[src/rtl/alu_exec_unit.sv]
// Execute-stage ALU with valid/ready handshake on both sides and a registered result.
// Define ALU_EXEC_BARREL_EN for single-cycle barrel shifts; otherwise shifts iterate 1 bit per cycle.
module alu_exec_unit #(
    parameter int WIDTH = 32
) (
    input  logic             clk,
    input  logic             reset_n,
    input  logic             in_valid,
    output logic             in_ready,
    input  logic [2:0]       ALUControlE,
    input  logic [WIDTH-1:0] SrcAE,
    input  logic [WIDTH-1:0] SrcBE,
    output logic             out_valid,
    input  logic             out_ready,
    output logic [WIDTH-1:0] ALUResultE,
    output logic             ZeroE,
    output logic             busy
);
    localparam int SHW = $clog2(WIDTH);

`ifdef ALU_EXEC_BARREL_EN
    typedef enum logic [1:0] {IDLE = 2'd0, HOLD = 2'd2} state_t;
`else
    typedef enum logic [1:0] {IDLE = 2'd0, SHIFT = 2'd1, HOLD = 2'd2} state_t;
`endif

    state_t           state_reg, state_next;
    logic [WIDTH-1:0] result_reg, result_next;
    logic             zero_reg, zero_next;
    logic [WIDTH-1:0] alu_value;
    logic [SHW-1:0]   shamt;
    logic             is_shift;
    logic             accept;

    assign shamt      = SrcBE[SHW-1:0];
    assign is_shift   = (ALUControlE == 3'b100) || (ALUControlE[2:1] == 2'b11);
    assign accept     = in_valid && in_ready;
    assign out_valid  = (state_reg == HOLD);
    assign ALUResultE = result_reg;
    assign ZeroE      = zero_reg;

    always_comb begin
        in_ready = 1'b0;
        case (state_reg)
            IDLE:    in_ready = 1'b1;
            HOLD:    in_ready = out_ready;
            default: in_ready = 1'b0;
        endcase
    end

    // Single-cycle result; shift codes fall through to SrcAE, which is the shamt=0 answer.
    always_comb begin
        alu_value = SrcAE;
        case (ALUControlE)
            3'b000: alu_value = SrcAE + SrcBE;
            3'b001: alu_value = SrcAE - SrcBE;
            3'b010: alu_value = SrcAE & SrcBE;
            3'b011: alu_value = SrcAE | SrcBE;
            3'b101: alu_value = {{(WIDTH-1){1'b0}}, ($signed(SrcAE) < $signed(SrcBE))};
`ifdef ALU_EXEC_BARREL_EN
            3'b100: alu_value = SrcAE << shamt;
            3'b110: alu_value = SrcAE >> shamt;
            3'b111: alu_value = $signed(SrcAE) >>> shamt;
`endif
            default: alu_value = SrcAE;
        endcase
    end

`ifdef ALU_EXEC_BARREL_EN
    assign busy = 1'b0;
`else
    logic [WIDTH-1:0] acc_reg, acc_next, acc_step;
    logic [SHW-1:0]   count_reg, count_next;
    logic [1:0]       op_reg, op_next;

    assign busy = (state_reg == SHIFT);

    // op_reg keeps ALUControlE[1:0]: 00 sll, 10 srl, 11 sra.
    always_comb begin
        acc_step = acc_reg;
        case (op_reg)
            2'b00:   acc_step = {acc_reg[WIDTH-2:0], 1'b0};
            2'b10:   acc_step = {1'b0, acc_reg[WIDTH-1:1]};
            default: acc_step = {acc_reg[WIDTH-1], acc_reg[WIDTH-1:1]};
        endcase
    end
`endif

    always_comb begin
        state_next  = state_reg;
        result_next = result_reg;
        zero_next   = zero_reg;
`ifndef ALU_EXEC_BARREL_EN
        acc_next    = acc_reg;
        count_next  = count_reg;
        op_next     = op_reg;
`endif
        case (state_reg)
            HOLD: if (out_ready) state_next = IDLE;
`ifndef ALU_EXEC_BARREL_EN
            SHIFT: begin
                acc_next   = acc_step;
                count_next = count_reg - SHW'(1);
                if (count_reg == SHW'(1)) begin
                    state_next  = HOLD;
                    result_next = acc_step;
                    zero_next   = (acc_step == '0);
                end
            end
`endif
            default: ;
        endcase
        // Acceptance from HOLD overrides the return to IDLE (back-to-back).
        if (accept) begin
`ifndef ALU_EXEC_BARREL_EN
            if (is_shift && (shamt != '0)) begin
                state_next = SHIFT;
                acc_next   = SrcAE;
                count_next = shamt;
                op_next    = ALUControlE[1:0];
            end else
`endif
            begin
                state_next  = HOLD;
                result_next = alu_value;
                zero_next   = (alu_value == '0);
            end
        end
    end

    always_ff @(posedge clk or negedge reset_n) begin
        if (!reset_n) begin
            state_reg  <= IDLE;
            result_reg <= '0;
            zero_reg   <= 1'b0;
`ifndef ALU_EXEC_BARREL_EN
            acc_reg    <= '0;
            count_reg  <= '0;
            op_reg     <= '0;
`endif
        end else begin
            state_reg  <= state_next;
            result_reg <= result_next;
            zero_reg   <= zero_next;
`ifndef ALU_EXEC_BARREL_EN
            acc_reg    <= acc_next;
            count_reg  <= count_next;
            op_reg     <= op_next;
`endif
        end
    end
endmodule

[config.mk]
export PLATFORM = sky130hd
export DESIGN_NAME = alu_exec_unit
export DESIGN_NICKNAME = d
export VERILOG_FILES = /design/src/rtl/alu_exec_unit.sv
export SDC_FILE = /design/constraint.sdc
export NUM_CORES = 1
export LEC_CHECK = 0
export BUFFER_PORTS_ARGS = -buffer_cell sky130_fd_sc_hd__buf_2
export CORE_MARGIN = 2
export CORE_UTILIZATION = 50
export CTS_CLUSTER_SIZE = 12
export DETAILED_ROUTE_END_ITERATION = 7
export PLACE_DENSITY = 0.7
export SETUP_SLACK_MARGIN = 0.2
export SKIP_CTS_REPAIR_TIMING = 1
export SYNTH_ARGS = -nofsm -noshare
export SYNTH_HDL_FRONTEND = slang
export SYNTH_SLANG_ARGS = --single-unit
[constraint.sdc]
create_clock -name clk -period 3.85 [get_ports clk]
set_clock_uncertainty 0.05 [all_clocks]
set_input_delay 0.77 -clock clk [delete_from_list [all_inputs] [get_ports clk]]
set_output_delay 0.77 -clock clk [all_outputs]
set_load 0.01 [all_outputs]
==> flow_summary.toml <==
[detailed_routing]
wl_met3_mm = 4.77
ant_nets = 0
drt_first_pass_iters = 5
viasPerCell = 6.11
drc_errors = 0
wirelength_met1_mm = 18.2
wl_mm = 43.4
wl_per_cell_um = 21.1
drtIter0Drc = 1567
top_layer = "met4"
num_vias = 12538
wl_met2_mm = 18.9

[pwr]
p_total_mw = 5.55
ir_drop_uv = 307
cellLeakagePower_nw = 6.60
power_density_nw_per_um2 = 391

[grt]
antenna_found_initial = 1
grt_pass1_vias = 11672
grt_max_degree = 75
grt_pass1_wl_mm = 63.9
gr-total-overflow = 0
track_usage = 0.401

[clock_tree]
cts.clk_slew.worst_paths_ps = 60
cts.sinks = 74
htreeDepth = 3
clock_path_buffers = 2
cts_tree = "done"
cts_root_buf = "clkbuf_16"
cts_buffers = 9
clk_latency_ps = 340

[outcome]
violations = "negative setup slack"
status = "complete, but fails checks"

[worst_setup_path]
worst_r2r_path_depth = 8
crit_type = "in2reg"
cp.required_ps = 4040
cp_max_fo = 4
endpoint_kind = "register"
cp-start-kind = "primary input"
cp.arrival_ps = 4300

[synth]
yosysMostFrequentCell = "nand2_1"
synth_mux_area_frac = 0.0456
ys.warnings.count = 0
yosys.area_share.simple = 0.200
synth_cells = 1371
synth-seq-area-share = 0.188
synth_common_cells = "171 x nand2_1, 167 x o21ai_0, 120 x a21oi_1"
syn-mean-instance-area_um2 = 7.17
synth_async_sr_flop_share = 1.00
synthTopCellsByArea = "dfrtp_1 19%, ha_1 15%, o21ai_0 8.5%"
synth_xor_area_frac = 0.0187
syn_area_um2 = 9820
synth_edf_count = 0
yosys.area_share.adder = 0.153
syn_nets = 1561
synth_compound_area_frac = 0.318
yosys.area.top_type = "dfrtp_1"
synth_seq_cells = 74
ys.flop_type = "dfrtp_1"
synth_top_family_by_area = "compound AO/OA/AOI/OAI gates"
synth_top_area_frac = 0.188
synth.distinct_cells = 79

[floorplanning]
ios = 107
die-area_um2 = 20800
die_h_um = 144
core_area_um2 = 19400
start_util = 0.506
rows = 51
fp.dieW_um = 144

[final_layout]
final_nets = 1971
drive_above_1_share = 0.347
n_fill_cell = 1593
area_delta_synth_final_pct = 44.6
fin_cells = 2053

[min_path]
hold_path_class = "reg2reg"
min_path_cells = 2

[sta]
post-route-min-period_ps = 4110
worstMarginPinSlew_ps = 1070
finalHoldViolCount = 0
setup_viol = 1
rsz0062_at_grt = "yes"
slew_viol_final = 0
min_period_over_period = 1.07
max_freq_ghz = 0.244
relSlewSlack = 0.288
setup_slack_ps = -256

[placed_design]
place_congestion = 1.01
placedCellCount = 2025
dp_hpwl_mm = 33.6
portBuffers = 106

[run]
drv_cap = 0
final cells by class:
cell class | instances | area [um2] | area share
Clock inverter | 6 | 57.6 | 0.00405
Tap cell | 265 | 332 | 0.0233
Clock buffer | 10 | 229 | 0.0161
Sequential cell | 74 | 1850 | 0.130
Inverter | 107 | 402 | 0.0283
Multi-Input combinational cell | 1102 | 7820 | 0.550
Antenna cell | 2 | 5.00 | 0.000352
Timing Repair Buffer | 487 | 3510 | 0.247
cell families after synthesis:
logic type,after synthesis
fa+ha+maj,119
xor+xnor,21
mux,43
simple gates,428
buf+inv,195
flops,74
compound gates,491
per-layer routing:
layer  vias up  GRT usage
met5         -          0
met4         0      0.136
met3       129     0.0692
met2       744      0.627
met1      5923      0.560
li1       5742          -
power breakdown:
part / internal (mW) / switching, mW
Sequential: 1.17 / 0.296
Combinational: 1.40 / 1.88
Clock: 0.496 / 0.310
Total: 3.07 / 2.49
placed cells by master (no fill, tap or decap), types with 8 or more instances in the layout:
| cell | instances |
|---|---|
| a211oi_1 | 15 |
| a21o_1 | 12 |
| a21oi_1 | 113 |
| and3_1 | 9 |
| buf_2 | 103 |
| buf_4 | 370 |
| clkbuf_16 | 9 |
| dfrtp_1 | 74 |
| ha_1 | 96 |
| ha_4 | 16 |
| inv_1 | 94 |
| inv_2 | 13 |
| mux2i_1 | 37 |
| nand2_1 | 168 |
| nand3_1 | 19 |
| nand4_1 | 20 |
| nor2_1 | 105 |
| nor2b_1 | 18 |
| nor3_1 | 23 |
| nor4_1 | 9 |
| o211ai_1 | 40 |
| o21a_1 | 9 |
| o21ai_0 | 161 |
| o21ai_1 | 8 |
| o21bai_1 | 11 |
| o22ai_1 | 9 |
| xnor2_1 | 16 |
worst paths after layout:
check | start | to | slack, ps
min in group asynchronous | reset_n | acc_reg[5] | 500
setup reg to reg | op_reg[0] | ZeroE | 970
setup / recovery | SrcBE[0] | ZeroE | -260
max in group asynchronous | reset_n | acc_reg[26] | 2600
hold / removal | ALUResultE[22] | ALUResultE[22] | 490
hold reg to reg | ALUResultE[22] | ALUResultE[22] | 490
per-stage QoR:
| step | util | instance area, um2 | setup WS, ps | TNS, ps | hold WS [ps] |
|---|---|---|---|---|---|
| 2_1_floorplan | - | 9860 | -246 | -246 | 424 |
| 3_3_place_gp | 0.683 | 13300 | -798 | -1730 | 469 |
| 3_5_place_dp | 0.683 | 13300 | -751 | -1950 | 470 |
| 4_1_cts | 0.698 | 13500 | -437 | -437 | 487 |
| 5_1_grt | 0.732 | 14200 | -316 | -316 | 512 |
| 6_report | 0.732 | 14200 | -256 | -256 | 485 |
critical path, stage by stage:
cell	delay, ps
buf_2	140
ha_4	180
fa_2	390
a211oi_4	260
buf_4	170
o21a_1	160
o21ai_2	100
a31o_2	280
a2111oi_4	390
a211oi_2	120
nor2b_1	170
and4_1	210
nand4_1	140
or4_4	560
o32ai_2	250
(Power assumes the default switching activity.)
